--- src/rtl/reg_file_mp.sv ---
// ---------------------------------------------------------------------------
// reg_file_mp
//
// Multi-port register file for the datapath: DEPTH x DATA_W flop storage,
// N_RD combinational read ports and two clocked write ports (port B wins
// when both target the same register). Optionally bypasses in-flight write
// data to the read ports and hardwires register 0 to zero. A per-register
// dirty mask records which registers were written since the last clear.
//
// Ports
//   clk        rising-edge clock for all state
//   reset      asynchronous, active-high; clears storage and dirty mask
//   rd_addr    N_RD packed read addresses, port k at [k*ADDR_W +: ADDR_W]
//   rd_data    N_RD packed read data,      port k at [k*DATA_W +: DATA_W]
//   wa_en/wa_addr/wa_data   write port A (lower priority)
//   wb_en/wb_addr/wb_data   write port B (higher priority)
//   clr_dirty  clears every dirty bit at the next edge
//   dirty      bit i set when register i was written since last clear/reset
// ---------------------------------------------------------------------------
module reg_file_mp #(
  parameter  int DATA_W   = 8,
  parameter  int ADDR_W   = 3,
  parameter  int N_RD     = 2,
  parameter  int BYPASS   = 0,
  parameter  int ZERO_REG = 0,
  localparam int DEPTH    = 2 ** ADDR_W
) (
  input  logic                     clk,
  input  logic                     reset,
  input  logic [N_RD*ADDR_W-1:0]   rd_addr,
  output logic [N_RD*DATA_W-1:0]   rd_data,
  input  logic                     wa_en,
  input  logic [ADDR_W-1:0]        wa_addr,
  input  logic [DATA_W-1:0]        wa_data,
  input  logic                     wb_en,
  input  logic [ADDR_W-1:0]        wb_addr,
  input  logic [DATA_W-1:0]        wb_data,
  input  logic                     clr_dirty,
  output logic [DEPTH-1:0]         dirty
);

  logic [DATA_W-1:0] regs_q [DEPTH];
  logic [DATA_W-1:0] regs_d [DEPTH];
  logic [DEPTH-1:0]  dirty_q;
  logic [DEPTH-1:0]  dirty_d;
  logic [DEPTH-1:0]  written;

  // Writes are ignored while reset is high, so an in-flight write is neither
  // stored nor visible through the bypass path during reset.
  logic wa_live;
  logic wb_live;
  assign wa_live = wa_en && !reset;
  assign wb_live = wb_en && !reset;

  // Effective writes after masking the hardwired-zero register.
  logic wa_eff;
  logic wb_eff;
  assign wa_eff = wa_live && ((ZERO_REG == 0) || (wa_addr != '0));
  assign wb_eff = wb_live && ((ZERO_REG == 0) || (wb_addr != '0));

  // -------------------------------------------------------------------------
  // Next-state: port A applied first, port B second so B overrides A on an
  // address collision.
  // -------------------------------------------------------------------------
  always_comb begin
    // NOTE: every output of this block gets a default before any condition;
    // a path that leaves one unassigned would infer a latch.
    regs_d  = regs_q;
    written = '0;
    if (wa_eff) begin
      regs_d[wa_addr]  = wa_data;
      written[wa_addr] = 1'b1;
    end
    if (wb_eff) begin
      regs_d[wb_addr]  = wb_data;
      written[wb_addr] = 1'b1;
    end
    // A write in the same cycle as clr_dirty leaves its bit set.
    dirty_d = (dirty_q & ~{DEPTH{clr_dirty}}) | written;
  end

  // -------------------------------------------------------------------------
  // State registers.
  // NOTE: storage is plain flops rather than an inferred RAM because reset
  // must clear every entry; a RAM macro has no reset.
  // -------------------------------------------------------------------------
  always_ff @(posedge clk or posedge reset) begin
    if (reset) begin
      for (int i = 0; i < DEPTH; i++) begin
        regs_q[i] <= '0;
      end
      dirty_q <= '0;
    end else begin
      // NOTE: non-blocking assignments so every flop samples pre-edge values.
      regs_q  <= regs_d;
      dirty_q <= dirty_d;
    end
  end

  assign dirty = dirty_q;

  // -------------------------------------------------------------------------
  // Read ports: purely combinational, each independent of the others.
  // -------------------------------------------------------------------------
  for (genvar k = 0; k < N_RD; k++) begin : g_rd
    logic [ADDR_W-1:0] addr;
    logic [DATA_W-1:0] data;

    assign addr = rd_addr[k*ADDR_W +: ADDR_W];

    always_comb begin
      data = regs_q[addr];
      if (BYPASS != 0) begin
        // Same priority as the write path: B's data wins over A's.
        if (wb_live && (wb_addr == addr)) begin
          data = wb_data;
        end else if (wa_live && (wa_addr == addr)) begin
          data = wa_data;
        end
      end
      // Register 0 reads zero even when a write to it is being bypassed.
      if ((ZERO_REG != 0) && (addr == '0)) begin
        data = '0;
      end
    end

    assign rd_data[k*DATA_W +: DATA_W] = data;
  end

endmodule

--- config.mk ---
export PLATFORM = sky130hd
export DESIGN_NAME = reg_file_mp
export DESIGN_NICKNAME = d
export VERILOG_FILES = /design/src/rtl/reg_file_mp.sv
export SDC_FILE = /design/constraint.sdc
export NUM_CORES = 1
export LEC_CHECK = 0
export BUFFER_PORTS_ARGS = -buffer_cell sky130_fd_sc_hd__buf_2
export CAP_MARGIN = 0
export CORE_MARGIN = 10
export CORE_UTILIZATION = 30
export CTS_CLUSTER_DIAMETER = 40
export DETAILED_ROUTE_END_ITERATION = 10
export HOLD_SLACK_MARGIN = 0.05
export PLACE_DENSITY_LB_ADDON = 0.25
export SKIP_CTS_REPAIR_TIMING = 1
export SLEW_MARGIN = 10
export SYNTH_ARGS = -nofsm -noshare
export SYNTH_HDL_FRONTEND = slang
export SYNTH_SLANG_ARGS = --single-unit
--- constraint.sdc ---
create_clock -name clk -period 4.2 [get_ports clk]
set_input_delay 0.21 -clock clk [delete_from_list [all_inputs] [get_ports clk]]
set_output_delay 0.21 -clock clk [all_outputs]
set_load 0.02 [all_outputs]
==> results.yml, run 1 <==
timing:
  finalSetupViolations: 0
  finalCriticalPeriod_ns: 2.03
  drv_slew: 0
  hold_viol: 0
  finalCritPeriodShare_pct: 48.3
  slew_headroom_pct: 27.5
  hold_ws_ns: 0.228
  finalSetupTns_ns: 0
  rsz0062_at_grt: "no"
  fmax_ghz: 0.493
  finClkSkew_ns: 0
  tightest_slew_ns: 1.09
yosys:
  synth.area.mux_share_pct: 21.1
  synth.distinct_cells: 30
  synthTopCellsByArea: "dfrtp_1 37%, mux4_1 17%, a31oi_1 8.3%, nor3_1 6.6%, o21ai_0 6.4%"
  yosys_warnings: 0
  synth_area_leader_cell: "dfrtp_1"
  synth_edf_count: 0
  async_reset_ff_share_pct: 100
  synth_top_family_by_area: "multiplexers"
  syn_nets: 530
  synth_fa_ha_area_share_pct: 0
  synth_ff_type: "dfrtp_1"
  yosysTopAreaCellShare_pct: 37.2
  netlist_area_sq_mm: 0.00485
  ys_seq_elements: 72
  synth-seq-area-share_pct: 37.2
  synth_compound_area_share_pct: 16.3
  yosys.area_share.simple_pct: 18.2
  avgSynthCellArea_sq_um: 9.75
  synth_xor_area_share_pct: 0
  syn_inst: 497
  yosysMostFrequentCell: "dfrtp_1"
  synth_common_cells: "72 x dfrtp_1, 64 x a31oi_1, 64 x nor3_1, 62 x o21ai_0, 61 x nand2_1"
critical_path:
  crit_type: "in2out"
  worst-r2r-cell-count: 2
  crit_cells: 4
  slowest_stage: "mux4_1"
  endpoint_kind: "output port"
  required_ns: 3.99
  path_delay_family: "multiplexers"
  cp_data_arrival_time_ns: 1.82
  r2r-start: "regs_q[4]"
  worstSetupStartpoint: "rd_addr[3]"
  path_cells: "buf_2, mux4_1, mux2_2, buf_2"
  crit_fanout: 16
  worst-path-buf-inv: 2
  start_kind: "primary input"
  crit_path_frequent_cell: "buf_2"
  max_stage_delay_ns: 0.66
final_layout:
  nFillCells: 1658
  layout.nets: 541
  design_area_sq_mm: 0.00543
  drive_gt1_share_pct: 19.3
  n_antenna_cell: 0
  fin_util_pct: 34.2
  area_delta_synth_final_pct: 12.1
power:
  p_leak_nw: 2.09
  power_density_mw_per_mm2: 454
  ir_worst_vdd_mv: 0.201
placed_design:
  place.detailed.hpwl_mm: 11.6
  place_area_sq_mm: 0.00513
  gp_congestion: 0.859
  numPortBuffers: 56
clock_tree:
  cts_made_buffers: 9
  numClockSinks: 72
  htree_levels: 3
  cts_buffer_depth: 2
  cts_tree: "yes"
  cts_root_buf: "clkbuf_16"
  clkTransAtPathRegs_ns: 0.06
  clock_latency_ns: 0.34
detailed_routing:
  firstDrtPassIters: 7
  postRouteAntennaNets: 0
  avgRoutedWirePerCell_um: 24.9
  vias: 4450
  viasPerCell: 6.10
  wl_mm: 18.2
  first_iter_violations: 621
  drc: 0
floorplanning:
  ios: 57
  core.rowCount: 46
  die-area_sq_mm: 0.0216
  initial_core_util_pct: 30.5
  core_area_sq_mm: 0.0159
  die_y_um: 147
  die_x_um: 147
hold_path:
  hold_path_class: "in2reg"
  min_path_cells: 3
  hold_start: "wa_data[7]"
grt:
  grt_pass1_vias: 4328
  grt_max_degree: 49
  overflow: 0
  track_usage_pct: 16.2
  grt_pass1_wl_mm: 27.2
  antenna_found_initial: 0
job:
  cap_violations: 0
status:
  status: "completed"
[metal layers]
layer / vias to the layer above / wire length, um / global-route usage (%)
met4: 0 / 210 / 4.11
li1: 1918 / - / -
met5: - / 0 / 0
met3: 21 / 1750 / 3.99
met1: 2244 / 8420 / 23.2
met2: 267 / 7780 / 23.7
[final timing paths]
| check | to | slack, ns |
|---|---|---|
| max | rd_data[8] | 2.17 |
| min | regs_q[23] | 0.23 |
| max reg2reg | regs_q[4] | 3.40 |
| min reg2reg | dirty[7] | 0.58 |
| max in group asynchronous | regs_q[63] | 2.94 |
| min in group asynchronous | regs_q[10] | 0.31 |
[worst min-delay path: stages]
cell and delay [ns]:
buf_2 0.15, nand3_1 0.08, a31oi_1 0.08
[cells by family (layout without fill, tap and decap cells)]
logic type	Yosys count	in the layout
DFF	72	72
buffers and inverters	72	88
muxes	48	48
and+or+nand+nor	169	169
AOI/OAI and AO/OA	136	136
[state kept, by name (all words and copies together) (netlist names)]
name	flops
dirty	8
regs_q	64
[power by group]
part / total (mW) / leakage [nW] / switching [mW] / internal, mW
clock: 0.795 / 0.150 / 0.304 / 0.491
sequential: 0.969 / 0.868 / 0.115 / 0.855
combinational: 0.704 / 1.07 / 0.382 / 0.322
[stage by stage]
step / std cells / total power [mW] / setup WS, ns
2_1_floorplan: 497 / 1.44 / 1.84
3_3_place_gp: 713 / 1.64 / 2.18
3_5_place_dp: 713 / 1.67 / 2.14
4_1_cts: 729 / 2.45 / 2.18
5_1_grt: 729 / 2.57 / 2.14
6_report: 729 / 2.47 / 2.17
[layout make-up]
cell class                 instances  area [sq um]  area share [%]
clock buffer                      13           260            4.79
clock inverter                     3          40.0           0.737
inverter                           9          33.8           0.622
multi-input combinational        353          2700            49.6
sequential                        72          1800            33.2
tap                              216           270            4.97
timing repair buffer              63           333            6.12
[cells in the final DEF, fill, tap and decap left out, types with 16 or more instances in the layout]
| cell type | n |
|---|---|
| nand2_1 | 61 |
| mux4_1 | 32 |
| mux2_2 | 16 |
| buf_2 | 56 |
| nor3_1 | 64 |
| dfrtp_1 | 72 |
| a31oi_1 | 64 |
| o21ai_0 | 62 |
No activity file was read; power rests on OpenSTA's default activity.
==> run 2: changes to the inputs <==
- clock period: 4.2 -> 1.9 ns (I/O delays scaled with it)
==> run 2 against run 1 <==
Against the previous run: wire length up 0.78%; critical path depth down 1; setup slack worse by 2.1 ns; sequential share of layout area down 1.6 points; global-route usage up 0.30 points; power up 130%; hold slack worse by 0.13 ns; core utilization up 1.7 points; clock-buffer cell count down 3; cell count up 3.2%; sequential cell count unchanged; final area up 5.0%; critical path type is now reg2out; critical endpoint is now rd_data[1]; largest power group unchanged.
==> results.yml, run 2 (synthesis results as in run 1) <==
status:
  status: "completed"
timing:
  finalCriticalPeriod_ns: 1.83
  rsz0062_at_grt: "no"
  finalSetupViolations: 0
  finClkSkew_ns: 0
  finalSetupTns_ns: 0
  slew_headroom_pct: 50.4
  fmax_ghz: 0.546
  hold_viol: 0
  finalCritPeriodShare_pct: 96.5
  setup_slack_ns: 0.0669
  drv_slew: 0
  tightest_slew_ns: 0.743
clock_tree:
  numClockSinks: 72
  cts_buffer_depth: 2
  cts_tree: "yes"
  cts_root_buf: "clkbuf_16"
  clock_latency_ns: 0.34
  clkTransAtPathRegs_ns: 0.06
  cts_made_buffers: 9
  htree_levels: 3
critical_path:
  max_stage_delay_ns: 0.52
  required_ns: 1.80
  slowest_stage: "mux4_1"
  endpoint_kind: "output port"
  cp_data_arrival_time_ns: 1.74
  start_kind: "register"
  crit_type: "reg2out"
  worst-path-buf-inv: 1
  crit_fanout: 3
  path_delay_family: "multiplexers"
  path_cells: "mux4_1, mux2_2, buf_2"
final_layout:
  n_antenna_cell: 0
  layout.nets: 565
  layout_common_cells: "72 x dfrtp_1, 64 x nor3_1, 64 x a31oi_1"
  multi_input_area_sq_mm: 0.00270
  max_flop_register: "regs_q"
  seq_area_sq_mm: 0.00180
  area_delta_synth_final_pct: 17.7
  nFillCells: 1627
  largest_reg_flops: 64
  layout.cells.most_common: "dfrtp_1"
  drive_gt1_share_pct: 22.9
job:
  cap_violations: 0
floorplanning:
  initial_core_util_pct: 30.5
  die-area_sq_mm: 0.0216
  die_y_um: 147
  die_x_um: 147
  core.rowCount: 46
  ios: 57
  core_area_sq_mm: 0.0159
power:
  power_density_mw_per_mm2: 985
  ir_worst_vdd_mv: 0.516
  p_leak_nw: 2.22
placed_design:
  place_ws_ns: 0.316
  gp_congestion: 0.845
  place.detailed.hpwl_mm: 12.1
  numPortBuffers: 56
detailed_routing:
  wl_mm: 18.3
  avgRoutedWirePerCell_um: 24.3
  first_iter_violations: 662
  firstDrtPassIters: 7
  postRouteAntennaNets: 0
  viasPerCell: 6.12
  drc: 0
  vias: 4602
grt:
  overflow: 0
  grt_pass1_wl_mm: 27.7
  grt_pass1_vias: 4449
  antenna_found_initial: 0
  grt_max_degree: 31
  track_usage_pct: 16.5
hold_path:
  hold_path_class: "in2reg"
[run 2: cell count changes in the layout (fill, tap and decap cells not counted)]
cell           change
buf_4             +18
buf_12             +5
clkbuf_1           -2
clkinvlp_4         +2
bufinv_16          +1
clkbuf_8           -1
clkinv_2           -1
clkinv_4           +1
dlygate4sd3_1      +1
inv_2              -1
[run 2: worst paths after layout]
path,slack (ns),end,startpoint,cells after the start
hold reg to reg,0.58,regs_q[27],regs_q[27],2
max in group asynchronous,0.90,regs_q[33],reset,4
min in group asynchronous,0.49,regs_q[28],reset,3
setup / recovery,0.07,rd_data[1],regs_q[57],3
hold / removal,0.1,regs_q[7],wa_data[7],3
setup reg to reg,1.12,regs_q[60],regs_q[60],2
[run 2: per-layer routing]
layer	vias up	wire [um]	track usage [%]
li1	1961	-	-
met3	28	2000	4.12
met2	322	8130	24.9
met1	2291	7920	23.1
met4	0	252	3.91
met5	-	0	0
[run 2: power by group]
group          internal [mW]  leakage (nW)  total, mW  switching, mW
Sequential              1.89         0.868       2.14          0.255
Combinational          0.752          1.20       1.60          0.850
Clock                   1.18         0.155       1.87          0.695
Total                   3.82          2.22       5.62           1.80
[run 2: area by class of cell]
| class | instances | share of cell area [%] |
|---|---|---|
| clock inverter | 5 | 1.43 |
| tap | 216 | 4.74 |
| clock buffer | 10 | 4.19 |
| sequential | 72 | 31.6 |
| inverter | 9 | 0.658 |
| timing repair buffer | 87 | 10.1 |
| multi-input combinational | 353 | 47.3 |
[run 2: tightest hold or removal path, delay by kind of cell]
family                 cells  cell delay [ns]
buffers and inverters      1             0.14
AO/OA/AOI/OAI              1             0.08
AND/OR/NAND/NOR            1             0.08
[run 2: stage by stage]
step	cells	cell area, sq um	hold slack [ns]	power (mW)	utilization (%)
4_1_cts	751	5690	-0.0973	5.61	35.8
3_3_place_gp	736	5370	0.248	3.70	33.8
3_5_place_dp	736	5370	0.262	3.75	33.8
2_1_floorplan	497	4850	0.262	3.18	-
5_1_grt	752	5700	0.0885	5.86	35.9
6_report	752	5700	0.0994	5.62	35.9
==> run 3: changes to the inputs <==
- PLACE_DENSITY: default -> 0.46
- PLACE_DENSITY_LB_ADDON: 0.25 -> default
==> run 3 against run 2 <==
Against the previous run: wire length rose by 6.3%; power shrank 2.1%; clock-buffer cell count is 3 higher; largest cell class unchanged.
==> results.yml, run 3 (synthesis results as in run 1) <==
status:
  status: "completed"
clock_tree:
  cts_tree: "yes"
  cts_made_buffers: 9
  numClockSinks: 72
  clock_latency_ns: 0.34
  cts_root_buf: "clkbuf_16"
  htree_levels: 3
  cts_buffer_depth: 2
  clkTransAtPathRegs_ns: 0.06
grt:
  antenna_found_initial: 0
  overflow: 0
  grt_pass1_vias: 4722
  grt_max_degree: 49
  grt_pass1_wl_mm: 29.5
  track_usage_pct: 17.8
floorplanning:
  die_y_um: 147
  initial_core_util_pct: 30.5
  die_x_um: 147
  core.rowCount: 46
  core_area_sq_mm: 0.0159
  die-area_sq_mm: 0.0216
  ios: 57
placed_design:
  place_ws_ns: 0.342
  dpl.cell_count: 739
  gp_congestion: 0.803
  numPortBuffers: 56
  place.detailed.hpwl_mm: 12.4
power:
  power_density_mw_per_mm2: 971
  p_leak_nw: 2.21
  ir_worst_vdd_mv: 0.458
detailed_routing:
  viasPerCell: 6.00
  firstDrtPassIters: 5
  wl_mm: 19.5
  avgRoutedWirePerCell_um: 25.8
  first_iter_violations: 441
  postRouteAntennaNets: 0
  drc: 0
  vias: 4527
critical_path:
  crit_cells: 3
  start_kind: "register"
  max_stage_delay_ns: 0.52
  worst-path-buf-inv: 1
  crit_fanout: 3
  path_cells: "mux4_1, mux2_2, buf_2"
  slowest_stage: "mux4_1"
  worstSetupStartpoint: "regs_q[20]"
  path_delay_family: "multiplexers"
  cp_data_arrival_time_ns: 1.75
  endpoint_kind: "output port"
  worst-r2r-cell-count: 2
  r2r-start: "regs_q[13]"
  crit_type: "reg2out"
  required_ns: 1.80
timing:
  finalCritPeriodShare_pct: 97.1
  rsz0062_at_grt: "no"
  hold_ws_ns: 0.0810
  setup_slack_ns: 0.0560
  finClkSkew_ns: 0
  finalSetupTns_ns: 0
  fmax_ghz: 0.542
  finalSetupViolations: 0
  hold_viol: 0
  finalCriticalPeriod_ns: 1.84
  slew_headroom_pct: 48.0
  drv_slew: 0
  tightest_slew_ns: 0.779
final_layout:
  layout_common_cells: "72 x dfrtp_1, 64 x nor3_1, 64 x a31oi_1"
  drive_gt1_share_pct: 23.4
  area_delta_synth_final_pct: 16.9
  nFillCells: 1619
  stdcell_count: 755
  n_antenna_cell: 0
  multi_input_area_sq_mm: 0.00269
  max_flop_register: "regs_q"
  layout.cells.most_common: "dfrtp_1"
  layout.nets: 567
  seq_area_sq_mm: 0.00180
  fin_util_pct: 35.7
  largest_reg_flops: 64
hold_path:
  min_path_cells: 3
  hold_start: "wa_data[7]"
  hold_path_class: "in2reg"
job:
  cap_violations: 0
## run 3: power breakdown
group | leakage [nW] | internal [mW] | switching [mW]
logic | 1.19 | 0.749 | 0.854
registers | 0.868 | 1.89 | 0.256
clock network | 0.150 | 1.09 | 0.670
total | 2.21 | 3.72 | 1.78
## run 3: metrics by stage
stage | power (mW) | cell area [sq um]
after global routing | 5.79 | 5670
after CTS | 5.52 | 5670
after floorplan | 3.18 | 4850
final | 5.50 | 5670
after global placement | 3.71 | 5370
after detailed placement | 3.76 | 5370
## run 3: area by class of cell
type	count	area share, %
multi-input combinational	353	47.5
sequential	72	31.8
timing repair buffer	89	9.98
tap	216	4.77
clock buffer	13	4.59
clock inverter	3	0.707
inverter	9	0.662
## run 3: tightest hold or removal path: stages
cell and delay [ns]:
buf_2 0.14, nand3_1 0.07, a31oi_1 0.08
## run 3: routing by layer
layer	track usage [%]	wire, um	up-vias	part of all wire, %
met3	5.77	1980	28	10
met2	27.5	9000	278	46
li1	-	-	1970	-
met1	23.0	8120	2251	42
met5	0	0	-	0
met4	6.00	351	0	1.8
## run 3: final timing paths
check,end,slack [ns]
setup / recovery,rd_data[12],0.06
hold / removal,regs_q[7],0.08
setup reg to reg,regs_q[13],1.13
hold reg to reg,dirty[4],0.57
max in group asynchronous,regs_q[17],1.50
min in group asynchronous,regs_q[34],0.09
